**config.mk**
```make
export PLATFORM = sky130hd
export DESIGN_NAME = ins_fetch_unit
export DESIGN_NICKNAME = d
export VERILOG_FILES = /design/src/rtl/cpu_pkg.sv /design/src/rtl/ins_fetch_unit_pc_counter.sv /design/src/rtl/ins_fetch_unit.sv
export SDC_FILE = /design/constraint.sdc
export NUM_CORES = 1
export LEC_CHECK = 0
export CAP_MARGIN = 20
export CORE_ASPECT_RATIO = 0.7
export CORE_MARGIN = 1.5
export CORE_UTILIZATION = 44
export CTS_CLUSTER_SIZE = 40
export DETAILED_ROUTE_END_ITERATION = 16
export GPL_TIMING_DRIVEN = 0
export PLACE_DENSITY = 0.84
export SETUP_SLACK_MARGIN = 0.3
export SYNTH_ARGS = -nofsm -noshare
export SYNTH_HDL_FRONTEND = slang
export SYNTH_SLANG_ARGS = --single-unit
export TNS_END_PERCENT = 20
```
**constraint.sdc**
```tcl
create_clock -name i_clk -period 3.1 [get_ports i_clk]
set_clock_uncertainty 0.15 [all_clocks]
set_input_delay 0.465 -clock i_clk [delete_from_list [all_inputs] [get_ports i_clk]]
set_output_delay 0.465 -clock i_clk [all_outputs]
set_load 0.01 [all_outputs]
```
**src/rtl/cpu_pkg.sv**
```systemverilog
// Shared CPU definitions: opcodes, fetch-mode strobes, default widths.
// Imported by the fetch stage and the controller.
package cpu_pkg;

  localparam int CPU_AW = 8;
  localparam int CPU_RW = 5;
  localparam int CPU_DW = 8;

  localparam logic [2:0] NOP = 3'b000;
  localparam logic [2:0] LDR = 3'b001;
  localparam logic [2:0] STR = 3'b010;
  localparam logic [2:0] ADD = 3'b011;
  localparam logic [2:0] SUB = 3'b100;
  localparam logic [2:0] JMP = 3'b101;
  localparam logic [2:0] JZ  = 3'b110;
  localparam logic [2:0] HLT = 3'b111;

  localparam logic [1:0] FETCH_NONE = 2'b00;
  localparam logic [1:0] FETCH_P1   = 2'b01;
  localparam logic [1:0] FETCH_P2   = 2'b10;
  localparam logic [1:0] FETCH_ILL  = 2'b11;

endpackage

```
**src/rtl/ins_fetch_unit_pc_counter.sv**
```systemverilog
// Program counter: free-running +1 on enable, wraps at 2^AW.
// Optional sticky wrap flag under PC_OVF_FLAG_EN.
module pc_counter #(
  parameter int AW = 8
) (
  input  logic          i_clk,
  input  logic          i_rst,
  input  logic          i_en,
`ifdef PC_OVF_FLAG_EN
  output logic          o_wrap,
`endif
  output logic [AW-1:0] o_count
);

  always_ff @(posedge i_clk or negedge i_rst) begin
    if (!i_rst) begin
      o_count <= '0;
    end else if (i_en) begin
      o_count <= o_count + AW'(1);
    end
  end

`ifdef PC_OVF_FLAG_EN
  always_ff @(posedge i_clk or negedge i_rst) begin
    if (!i_rst) begin
      o_wrap <= 1'b0;
    end else if (i_en && (&o_count)) begin
      o_wrap <= 1'b1;
    end
  end
`endif

endmodule

```
**src/rtl/ins_fetch_unit.sv**
```systemverilog
// Instruction fetch stage: PC, two-part ROM capture, address bus mux.
// Define PC_OVF_FLAG_EN to expose the sticky PC wrap flag o_pc_ovf.
module ins_fetch_unit
  import cpu_pkg::*;
#(
  parameter int AW = CPU_AW,
  parameter int RW = CPU_RW,
  parameter int DW = CPU_DW
) (
  input  logic          i_clk,
  input  logic          i_rst,
  input  logic [DW-1:0] i_rom_data,
  input  logic          i_rom_ren,
  input  logic [1:0]    i_fetch_mode,
  input  logic          i_pc_en,
  input  logic          i_addr_sel,
  output logic [2:0]    o_ins,
  output logic [RW-1:0] o_reg_addr,
  output logic [AW-1:0] o_mem_addr,
  output logic [AW-1:0] o_addr,
  output logic [AW-1:0] o_pc,
`ifdef PC_OVF_FLAG_EN
  output logic          o_pc_ovf,
`endif
  output logic          o_fetch_err
);

  if (DW != 3 + RW || DW < AW) begin : g_bad_widths
    $fatal(1, "ins_fetch_unit: need DW == 3+RW and DW >= AW");
  end

  logic cap_p1;
  logic cap_p2;
  logic bad_fetch;

  pc_counter #(
    .AW(AW)
  ) u_pc (
    .i_clk   (i_clk),
    .i_rst   (i_rst),
    .i_en    (i_pc_en),
`ifdef PC_OVF_FLAG_EN
    .o_wrap  (o_pc_ovf),
`endif
    .o_count (o_pc)
  );

  // Items are mutually exclusive; an unqualified strobe is an error.
  always_comb begin
    cap_p1    = 1'b0;
    cap_p2    = 1'b0;
    bad_fetch = 1'b0;
    unique case (1'b1)
      (i_fetch_mode == FETCH_P1 && i_rom_ren): cap_p1 = 1'b1;
      (i_fetch_mode == FETCH_P2 && i_rom_ren): cap_p2 = 1'b1;
      (i_fetch_mode == FETCH_ILL ||
       (i_fetch_mode != FETCH_NONE && !i_rom_ren)): bad_fetch = 1'b1;
      default: ;
    endcase
  end

  always_ff @(posedge i_clk or negedge i_rst) begin
    if (!i_rst) begin
      o_ins      <= NOP;
      o_reg_addr <= '0;
    end else if (cap_p1) begin
      o_ins      <= i_rom_data[DW-1 -: 3];
      o_reg_addr <= i_rom_data[RW-1:0];
    end
  end

  always_ff @(posedge i_clk or negedge i_rst) begin
    if (!i_rst) begin
      o_mem_addr <= '0;
    end else if (cap_p2) begin
      o_mem_addr <= i_rom_data[AW-1:0];
    end
  end

  always_ff @(posedge i_clk or negedge i_rst) begin
    if (!i_rst) begin
      o_fetch_err <= 1'b0;
    end else if (bad_fetch) begin
      o_fetch_err <= 1'b1;
    end
  end

  // No register stage: ROM sees the PC in the same cycle as the strobe.
  assign o_addr = i_addr_sel ? o_mem_addr : o_pc;

endmodule

```
==> parameters.txt <==
Parameter                              Value

Clocking
  Clock root buffer    clkbuf_4
  Clock latency at the later pin of the worst-skew pair    0.32 ns
  H-tree depth reported by CTS    1
  Clk pin slew, worst setup/hold paths    0.14 ns
  CTS max path bufs    2
  Post-CTS Resized    0
  Number of CTS-inserted buffers    3
  CTS Sinks    25
  Number of buffers inserted for hold repair after clock tree synthesis    0
  TritonCTS clock tree    done
  Setup Fix Bufs, Post-CTS    0

Critical path
  Startpoint class of the critical path    flop
  List of cells traversed by the critical path    mux2_2 > clkdlybuf4s50_1
  Worst-path fanout max    6
  Family with the most delay on the worst path    buffers and inverters
  Critical Path Sink Type    output port
  Critical path buffer and inverter count    1
  Largest incremental delay on the critical path    0.48 ns
  Critical Path Slowest Stage Cell    clkdlybuf4s50_1
  Reg2reg path depth    2
  Start-to-end type of the worst setup path    flop to output port
  Required arrival time at the worst endpoint    between 2 and 2.5 ns
  Number of stages on the worst setup path    2
  Critical path arrival    1.56 ns

Timing
  Final clock period utilization by the worst path    a little over two thirds
  Final-layout setup total negative slack    0 ns
  Normalized max-slew margin    ~56%
  Max-slew violations    0
  Worst slew pin tran    0.665 ns
  Maximum achievable frequency    between 400 and 500 MHz
  Setup-violating endpoint count in the final report    0
  Setup repair after global routing missed its margin    no
  Final Critical Period    2.18 ns
  Number of failing hold endpoints at the final stage    0
  Min Hold Slack    0.345 ns

Global route
  Met2 demand-to-capacity share in global routing    27.4%
  Initial antenna violation count    0
  Global-route wire length before repair    3600 um
  Maximum number of pins on one net before global-route repair    26
  All-layer global routing usage    ~17%
  Via count of the first global-routing pass    between 700 and 800
  Met1 Track Usage GR    22.7%
  Remaining global-route overflow    0
  Met3 usage    7.63%
  Gr busiest metal    met2

Die
  Total number of placement rows    14
  Overall die area    ~2800 um2
  Total I/O pin count    48
  Height of the chip    44.4 um
  Initial core utilization    around half
  Die W    62.1 um
  Core box area    2220 um2

Pwr
  Pwr/cell area    689 nW/um2
  Peak supply drop    0.440 mV
  Leakage power    between 0.0006 and 0.0007 uW

Yosys
  Area fraction of the dominant cell type after synthesis    58.1%
  Unique cell type count in the Yosys netlist    15
  Cells taking the most area after synthesis    dfrtp_1 58%, mux2_2 26%, xor2_1 3.3%
  Count of mapped cells out of synthesis    74
  Flop and latch count out of synthesis    25
  Synth warn    0
  Sequential share of the synthesized area    between 50% and 60%
  Netlist area before placement    1080 um2
  Nets in the synthesized netlist    90
  Average instance area after synthesis    14.6 um2
  Cell accounting for the most synthesized area    dfrtp_1

Final layout
  Fraction of layout instances using a drive strength above 1    between 20% and 30%
  Area overhead of the layout relative to synthesis    50.3%
  Final #Nets    142
  Commonest non-fill, non-tap cell in the layout    clkdlybuf4s50_1
  Most frequent cells in the layout    46 x clkdlybuf4s50_1, 25 x mux2_2, 25 x dfrtp_1
  Ant diodes    0

Drt
  Aggregate routed wire length    2100 um
  Residual antenna-violating net count after detailed routing    0
  Per-cell routed wire length    13.4 um
  Count of vias placed by the detailed router    784
  Length of the first detailed-routing pass in iterations    2
  DRC errors left    0
  Initial DRC count    6
  Average vias per placed instance    4.99

Hold path
  Worst hold path cell count    1
  Hold Path Class    flop to flop

Place
  GP Congestion    around 0.75
  Placed wire-length estimate after detailed placement    1590 um
  Buffers on Ports    46

Flow run
  Max cap viols    0

Status
  Outcome    finished clean
## flip-flops by register name, indices dropped and copies added, names as in the netlist
register	count
o_fetch_err	1
o_ins	3
o_mem_addr	8
o_reg_addr	5
u_pc.o_count	8
## cells by family (layout without fill, tap and decap cells)
logic type                 count (synthesis)  in the layout  share of synthesized area (%)
AOI/OAI and AO/OA                          2              2                           1.16
adders and majority gates                  1              1                           1.16
and+or+nand+nor                           12             12                           6.97
DFF                                       25             25                           58.1
muxes                                     25             25                           26.1
xor gates and xnor gates                   7              7                           5.69
buffers and inverters                      2             53                          0.812
## layout make-up
cell class | instances | area (um2)
sequential | 25 | 626
fill | 170 | 606
multi-input combinational | 47 | 443
buffer | 1 | 5.00
timing repair buffer | 47 | 472
clock inverter | 1 | 7.51
inverter | 1 | 3.75
tap | 32 | 40.0
clock buffer | 3 | 22.5
## synthesized netlist by cell type
cell       n
ha_1       1
nand3b_2   1
inv_1      1
dfrtp_1   25
xnor2_1    3
o21bai_1   1
mux2_2    25
nand2_2    1
xor2_1     4
nor2_1     3
a21oi_1    1
nand4_1    4
nor2b_4    1
buf_2      1
nand2_1    2
## metal layers
metal / routed length, um / part of all wire (%) / up-vias
met2: 940 / 45 / 38
li1: - / - / 365
met5: 0 / 0 / -
met1: 953 / 45 / 379
met4: 11 / 0.52 / 0
met3: 196 / 9.3 / 2
## power breakdown
group / internal (uW) / total [uW] / switching [uW]
clock network: 49.3 / 146 / 96.4
registers: 410 / 500 / 90.6
logic: 307 / 469 / 163
## final timing paths
path	start	to	slack [ns]
worst max register to register	u_pc.o_count[0]$_DFFE_PN0P_	u_pc.o_count[1]$_DFFE_PN0P_	1.82
worst min register to register	o_fetch_err$_DFFE_PN0P_	o_fetch_err$_DFFE_PN0P_	0.34
worst min-delay path	o_fetch_err$_DFFE_PN0P_	o_fetch_err$_DFFE_PN0P_	0.34
worst max-delay path	u_pc.o_count[3]$_DFFE_PN0P_	o_addr[3]	0.92
max in group asynchronous	i_rst	o_mem_addr[1]$_DFFE_PN0P_	1.89
min in group asynchronous	i_rst	o_mem_addr[7]$_DFFE_PN0P_	0.38
## through the flow
stage               instance area, um2  total power (uW)  setup WS, ns  utilization, %  cells
global placement                  1580               972         0.974            70.9    152
finish                            1620              1120         0.923            72.8    157
CTS                               1610              1130         0.896            72.3    156
floorplan                         1080               689          1.49               -     74
global route                      1620              1190         0.842            72.8    157
detailed placement                1580               981         0.953            70.9    152
## worst reg2reg max path, stage by stage (launching register included)
cell and delay (ns):
dfrtp_1 0.47, ha_1 0.31, mux2_2 0.25
No activity file was read; power rests on OpenSTA's default activity.
